### src/rtl/ram_ctrl_pkg.sv
// ram_ctrl_pkg: shared definitions for the byte-serialising RAM controller.
//   - access size encodings (byte / half / word)
//   - controller state encoding
//   - requester identifiers (MEM stage vs. instruction fetch)
//   - common constants Zero / True / False
//   - byte_total(): number of bus bytes for a given access size
package ram_ctrl_pkg;

    localparam logic [1:0] SIZE_B = 2'b00;
    localparam logic [1:0] SIZE_H = 2'b01;
    localparam logic [1:0] SIZE_W = 2'b11;

    localparam logic        True  = 1'b1;
    localparam logic        False = 1'b0;
    localparam logic [31:0] Zero  = 32'd0;

    typedef enum logic [1:0] {
        ST_IDLE = 2'b00,
        ST_RD   = 2'b01,
        ST_WR   = 2'b10,
        ST_DONE = 2'b11
    } state_t;

    typedef enum logic {
        REQ_MEM = 1'b0,
        REQ_IF  = 1'b1
    } req_id_t;

    // Encoding 2'b10 is not a defined size; it is handled as a word.
    function automatic logic [2:0] byte_total(input logic [1:0] size);
        case (size)
            SIZE_B:  byte_total = 3'd1;
            SIZE_H:  byte_total = 3'd2;
            default: byte_total = 3'd4;
        endcase
    endfunction

endpackage

### src/rtl/ram_ctrl.sv
// ram_ctrl: serialises MEM-stage loads/stores and instruction fetches onto
// an 8-bit synchronous RAM bus, one byte per cycle, little-endian.
//
// Ports:
//   clk, rst_n              clock (rising edge), async active-low reset
//   ram_r_req_i/ram_w_req_i MEM read / write request, held until ram_done_o
//   ram_addr_i              MEM byte address
//   ram_w_data_i            MEM store data, LSB-aligned
//   ram_size_i              00 byte, 01 half, 11 word (10 = word)
//   ram_done_o              one-cycle MEM completion pulse
//   ram_r_data_o            zero-extended load data, valid with ram_done_o
//   if_req_i, if_addr_i     fetch request (always a word) and address
//   if_done_o, if_data_o    one-cycle fetch completion pulse and word
//   mem_din_i               RAM read byte, one cycle after its address
//   mem_dout_o, mem_a_o     RAM write byte and byte address
//   mem_wr_o                RAM write strobe
//
// Handshake: a requester raises its request and holds it until it sees its
// done pulse; the controller samples requests only in IDLE, so a request
// still high during DONE does not start a second transaction, and a request
// dropped after being accepted is still completed.
//
// The internal 'state' signal is the FSM state for checkers to bind to.
module ram_ctrl
    import ram_ctrl_pkg::*;
#(
    parameter int ADDR_W = 32
) (
    input  logic              clk,
    input  logic              rst_n,
    input  logic              ram_r_req_i,
    input  logic              ram_w_req_i,
    input  logic [ADDR_W-1:0] ram_addr_i,
    input  logic [31:0]       ram_w_data_i,
    input  logic [1:0]        ram_size_i,
    output logic              ram_done_o,
    output logic [31:0]       ram_r_data_o,
    input  logic              if_req_i,
    input  logic [ADDR_W-1:0] if_addr_i,
    output logic              if_done_o,
    output logic [31:0]       if_data_o,
    input  logic [7:0]        mem_din_i,
    output logic [7:0]        mem_dout_o,
    output logic [ADDR_W-1:0] mem_a_o,
    output logic              mem_wr_o
);

    state_t            state;
    req_id_t           req_id;
    logic [ADDR_W-1:0] base_addr;
    logic [31:0]       wdata;
    logic [31:0]       rbuf;
    logic [31:0]       rbuf_next;
    logic [2:0]        n_bytes;
    logic [2:0]        iss;
    logic [2:0]        cap;
    // issue_d1: an address was put on the bus at the last edge.
    // issue_d2: that address's byte is on mem_din_i now and is captured
    //           at the coming edge.
    logic              issue_d1;
    logic              issue_d2;

    // Current buffer with the incoming RAM byte dropped into lane 'cap'.
    always_comb begin
        rbuf_next = rbuf;
        rbuf_next[8*cap[1:0] +: 8] = mem_din_i;
    end

    always_ff @(posedge clk or negedge rst_n) begin
        if (!rst_n) begin
            state        <= ST_IDLE;
            req_id       <= REQ_MEM;
            base_addr    <= '0;
            wdata        <= Zero;
            rbuf         <= Zero;
            n_bytes      <= 3'd0;
            iss          <= 3'd0;
            cap          <= 3'd0;
            issue_d1     <= False;
            issue_d2     <= False;
            ram_done_o   <= False;
            ram_r_data_o <= Zero;
            if_done_o    <= False;
            if_data_o    <= Zero;
            mem_dout_o   <= 8'd0;
            mem_a_o      <= '0;
            mem_wr_o     <= False;
        end else begin
            case (state)
                ST_IDLE: begin
                    ram_done_o   <= False;
                    if_done_o    <= False;
                    ram_r_data_o <= Zero;
                    if_data_o    <= Zero;
                    mem_wr_o     <= False;
                    mem_a_o      <= '0;
                    mem_dout_o   <= 8'd0;
                    rbuf         <= Zero;
                    iss          <= 3'd0;
                    cap          <= 3'd0;
                    issue_d1     <= False;
                    issue_d2     <= False;
                    // Priority: MEM write, MEM read, fetch. The first bus
                    // byte is driven straight from the request inputs.
                    if (ram_w_req_i) begin
                        req_id     <= REQ_MEM;
                        base_addr  <= ram_addr_i;
                        wdata      <= ram_w_data_i;
                        n_bytes    <= byte_total(ram_size_i);
                        iss        <= 3'd1;
                        mem_wr_o   <= True;
                        mem_a_o    <= ram_addr_i;
                        mem_dout_o <= ram_w_data_i[7:0];
                        state      <= ST_WR;
                    end else if (ram_r_req_i) begin
                        req_id    <= REQ_MEM;
                        base_addr <= ram_addr_i;
                        n_bytes   <= byte_total(ram_size_i);
                        iss       <= 3'd1;
                        issue_d1  <= True;
                        mem_a_o   <= ram_addr_i;
                        state     <= ST_RD;
                    end else if (if_req_i) begin
                        req_id    <= REQ_IF;
                        base_addr <= if_addr_i;
                        n_bytes   <= byte_total(SIZE_W);
                        iss       <= 3'd1;
                        issue_d1  <= True;
                        mem_a_o   <= if_addr_i;
                        state     <= ST_RD;
                    end
                end

                ST_RD: begin
                    issue_d2 <= issue_d1;
                    if (iss < n_bytes) begin
                        mem_a_o  <= base_addr + ADDR_W'(iss);
                        iss      <= iss + 3'd1;
                        issue_d1 <= True;
                    end else begin
                        mem_a_o  <= '0;
                        issue_d1 <= False;
                    end
                    if (issue_d2) begin
                        rbuf <= rbuf_next;
                        cap  <= cap + 3'd1;
                        if (cap == 3'(n_bytes - 3'd1)) begin
                            state <= ST_DONE;
                            if (req_id == REQ_IF) begin
                                if_done_o <= True;
                                if_data_o <= rbuf_next;
                            end else begin
                                ram_done_o   <= True;
                                ram_r_data_o <= rbuf_next;
                            end
                        end
                    end
                end

                ST_WR: begin
                    if (iss < n_bytes) begin
                        mem_wr_o   <= True;
                        mem_a_o    <= base_addr + ADDR_W'(iss);
                        mem_dout_o <= wdata[8*iss[1:0] +: 8];
                        iss        <= iss + 3'd1;
                    end else begin
                        mem_wr_o   <= False;
                        mem_a_o    <= '0;
                        mem_dout_o <= 8'd0;
                        state      <= ST_DONE;
                        if (req_id == REQ_IF) begin
                            if_done_o <= True;
                        end else begin
                            ram_done_o <= True;
                        end
                    end
                end

                ST_DONE: begin
                    // Requests are deliberately not looked at here.
                    ram_done_o   <= False;
                    if_done_o    <= False;
                    ram_r_data_o <= Zero;
                    if_data_o    <= Zero;
                    state        <= ST_IDLE;
                end

                default: begin
                    state <= ST_IDLE;
                end
            endcase
        end
    end

endmodule
### config.mk
export PLATFORM = sky130hd
export DESIGN_NAME = ram_ctrl
export DESIGN_NICKNAME = d
export VERILOG_FILES = /design/src/rtl/ram_ctrl_pkg.sv /design/src/rtl/ram_ctrl.sv
export SDC_FILE = /design/constraint.sdc
export NUM_CORES = 1
export LEC_CHECK = 0
export ABC_CLOCK_PERIOD_IN_PS = 4700
export BUFFER_PORTS_ARGS = -buffer_cell sky130_fd_sc_hd__buf_2
export CAP_MARGIN = 20
export CELL_PAD_IN_SITES_DETAIL_PLACEMENT = 2
export CELL_PAD_IN_SITES_GLOBAL_PLACEMENT = 2
export CORE_ASPECT_RATIO = 0.7
export CORE_UTILIZATION = 37
export CTS_CLUSTER_DIAMETER = 40
export CTS_CLUSTER_SIZE = 25
export DETAILED_ROUTE_END_ITERATION = 6
export GPL_ROUTABILITY_DRIVEN = 0
export PLACE_DENSITY_LB_ADDON = 0.2
export RECOVER_POWER = 50
export REMOVE_ABC_BUFFERS = 1
export SLEW_MARGIN = 0
export SYNTH_ARGS = -nofsm -noshare
export SYNTH_HDL_FRONTEND = slang
export SYNTH_SLANG_ARGS = --single-unit
### constraint.sdc
create_clock -name clk -period 4.7 [get_ports clk]
set_input_delay 0.94 -clock clk [delete_from_list [all_inputs] [get_ports clk]]
set_output_delay 0.94 -clock clk [all_outputs]
set_load 0.03 [all_outputs]
==> flow_summary.json <==
{
  "num_antenna_cells": 0,
  "cts_setup_buffers": 0,
  "post-route-util": 0.465,
  "ctsResizeCount": 0,
  "seq_area_mm2": 0.00543,
  "power_mw": 8.96,
  "routedWlPerCell_um": 22.1,
  "netlist_area_mm2": 0.0105,
  "dp_cells": 1560,
  "critPathRequiredTime_ns": 5.07,
  "clock_latency_ns": 0.51,
  "crit_path_cell_trace": "buf_2, or2_0, o21ai_0, buf_4, a22o_2",
  "vias": 9016,
  "period_needed_ns": 3.62,
  "async_reset_ff_frac": 1.00,
  "power_density_mw_per_mm2": 692,
  "dieArea_mm2": 0.0291,
  "criticalPathCategory": "primary input to flop",
  "yosys_warnings": 0,
  "grt_overflow_total": 0,
  "clockBufferDepth": 3,
  "drt_iter0_drc": 392,
  "die_y_um": 143,
  "grt_max_degree": 107,
  "hold_slack_ns": 0.498,
  "drv_slew": 168,
  "coreArea_mm2": 0.0278,
  "fmax_ghz": 0.276,
  "postRouteAntennaNets": 0,
  "ys_seq_elements": 217,
  "irDropWorstVdd_mv": 0.365,
  "worst_slack_ns": 1.08,
  "fin_worst_skew_ns": 0.0261,
  "area_delta_synth_final_pct": 23.3,
  "final.period_utilization": 0.770,
  "grt_pass1_vias": 9897,
  "arrival_ns": 3.99,
  "hold_viol": 0,
  "die_w_um": 203,
  "cts_buffers": 34,
  "clock_sinks": 217,
  "fin_tns_setup_ns": 0,
  "final_cell_area_mm2": 0.0129,
  "holdBufCountCts": 0,
  "hold_class": "flop to flop",
  "worst_path_largest_cell_delay_ns": 1.62,
  "setup_viol": 0,
  "dpl_cell_area_mm2": 0.0119,
  "cp_top_family": "simple AND/OR/NAND/NOR gates",
  "syn_area_per_cell_um2": 10.2,
  "postSynthCellCount": 1034,
  "rsz0062_at_grt": "no",
  "drive_above_1_share": 0.240,
  "dpl.hpwl_um": 24300,
  "drc": 0,
  "io_pins": 218,
  "dr.pass1.iters": 5,
  "cts_tree": "yes",
  "gr-usage-all-layers": 0.248,
  "slowest_stage": "or2_0",
  "multi_input_area_mm2": 0.00462,
  "synth_ff_type": "dfrtp_1",
  "htreeDepth": 2,
  "cp_max_fo": 32,
  "worst_setup_path_end_kind": "flop",
  "status": "finished, violations left",
  "viasPerCell": 5.57,
  "yosysSeqAreaShare": 0.517,
  "p_leak_nw": 5.82,
  "final_cells": 1618,
  "nets": 1354,
  "worst_setup_path_start_kind": "primary input",
  "wl_um": 35800,
  "tightest_slew_ns": 2.89,
  "failed_checks": "capacitance limit, slew limit",
  "grt_pass1_wl_um": 56500,
  "ys_types": 64,
  "fillers": 2996,
  "maxSlewHeadroom": -0.930,
  "start_util": 0.377,
  "fp-row-count": 51,
  "clk_pin_slew_ns": 0.05,
  "synth_edf_count": 0,
  "antenna_found_initial": 0,
  "critPathBufInv": 2,
  "io_buffers": 217,
  "drv_cap": 3,
  "dp_slack_ns": 1.34,
  "cts_root_buf": "clkbuf_16"
}
-- metal layers --
metal  vias to the layer above  wire length, µm  track usage
met3                        42             1290       0.0379
met1                      4677            17300        0.353
li1                       4114                -            -
met5                         -                0            0
met2                       183            16700        0.401
met4                         0              498       0.0518
-- cell families (layout without fill, tap and decap cells) --
logic type	Yosys count	in the layout	share of synthesized area
compound gates	297	297	0.193
xor+xnor	34	34	0.0297
fa+ha+maj	18	18	0.0222
buf+inv	116	329	0.0439
flops	217	217	0.517
mux	47	47	0.0589
simple gates	305	305	0.135
-- worst paths after layout --
| check | from | to | slack [ns] | depth (start not counted) |
|---|---|---|---|---|
| worst min register to register | ram_r_data_o[16] | ram_r_data_o[16] | 0.50 | 2 |
| worst max-delay path | ram_w_req_i | base_addr[9] | 1.08 | 5 |
| worst max register to register | iss[0] | mem_a_o[22] | 1.24 | 8 |
| min in group asynchronous | rst_n | ram_r_data_o[19] | 1.29 | 1 |
| worst min-delay path | ram_r_data_o[16] | ram_r_data_o[16] | 0.50 | 2 |
| max in group asynchronous | rst_n | base_addr[7] | 1.15 | 2 |
-- state kept, by name, summed over array words and instances, names as in the netlist, 2 cells and up --
name and count:
base_addr 32, cap 3, if_data_o 32, iss 3, mem_a_o 32, mem_dout_o 8, n_bytes 3, ram_r_data_o 32
rbuf 32, state 2, wdata 32
-- cell usage after synthesis, types with 2 or more instances --
cell | instances | share of area
nor3_1 | 11 | 0.0052
buf_1 | 19 | 0.0068
o21a_1 | 3 | 0.0021
nand4_1 | 8 | 0.0048
xnor2_1 | 20 | 0.017
nor2_1 | 33 | 0.012
and2_1 | 7 | 0.0042
o211ai_1 | 2 | 0.0014
clkbuf_2 | 8 | 0.0038
and4_1 | 2 | 0.0017
buf_4 | 3 | 0.0021
a221o_1 | 2 | 0.0019
or2_2 | 2 | 0.0012
nand3_1 | 78 | 0.037
nor4_1 | 2 | 0.0012
and3_1 | 6 | 0.0036
buf_2 | 3 | 0.0014
a2bb2oi_1 | 3 | 0.0025
mux4_2 | 8 | 0.017
xor2_1 | 13 | 0.011
clkbuf_1 | 47 | 0.017
a21oi_1 | 33 | 0.016
o221ai_1 | 11 | 0.0092
a31oi_1 | 17 | 0.010
o22ai_1 | 3 | 0.0018
dfrtp_1 | 217 | 0.52
inv_1 | 35 | 0.013
o22a_1 | 4 | 0.0033
o21ai_0 | 104 | 0.050
ha_1 | 17 | 0.020
nand2_1 | 138 | 0.049
mux2_2 | 38 | 0.041
a22o_1 | 78 | 0.065
a22oi_1 | 24 | 0.017
nor2b_1 | 6 | 0.0036
-- cell usage in the layout, fill, tap and decap left out, types with 6 or more instances in the layout --
| cell | instances |
|---|---|
| clkbuf_1 | 52 |
| o21ai_0 | 104 |
| and2_1 | 7 |
| clkbuf_8 | 8 |
| mux4_2 | 8 |
| ha_1 | 17 |
| buf_4 | 15 |
| o221ai_1 | 11 |
| nand3_1 | 78 |
| clkbuf_16 | 35 |
| dfrtp_1 | 217 |
| a21oi_1 | 33 |
| nor2b_1 | 6 |
| buf_2 | 167 |
| nand4_1 | 8 |
| a22o_1 | 78 |
| nand2_1 | 138 |
| nor2_1 | 32 |
| inv_1 | 35 |
| xnor2_1 | 20 |
| and3_1 | 6 |
| xor2_1 | 13 |
| nor3_1 | 11 |
| a22oi_1 | 24 |
| mux2_2 | 38 |
| a31oi_1 | 17 |
-- final cells by class --
cell class                      instances  share of cell area
Inverter                               36              0.0104
Timing Repair Buffer                  235              0.0901
Sequential cell                       217               0.420
Multi-Input combinational cell        701               0.357
Clock inverter                         13              0.0105
Tap cell                              371              0.0359
Clock buffer                           45              0.0768
-- power breakdown --
| part | total [mW] | internal [mW] | switching (mW) |
|---|---|---|---|
| clock | 2.50 | 1.59 | 0.905 |
| sequential | 2.94 | 2.43 | 0.510 |
| combinational | 3.52 | 1.26 | 2.26 |
-- tightest hold or removal path: stages (launching register included) --
cell and delay, ns:
dfrtp_1 0.33, nand3_1 0.06, o21ai_0 0.07
No activity file was read; power rests on OpenSTA's default activity.
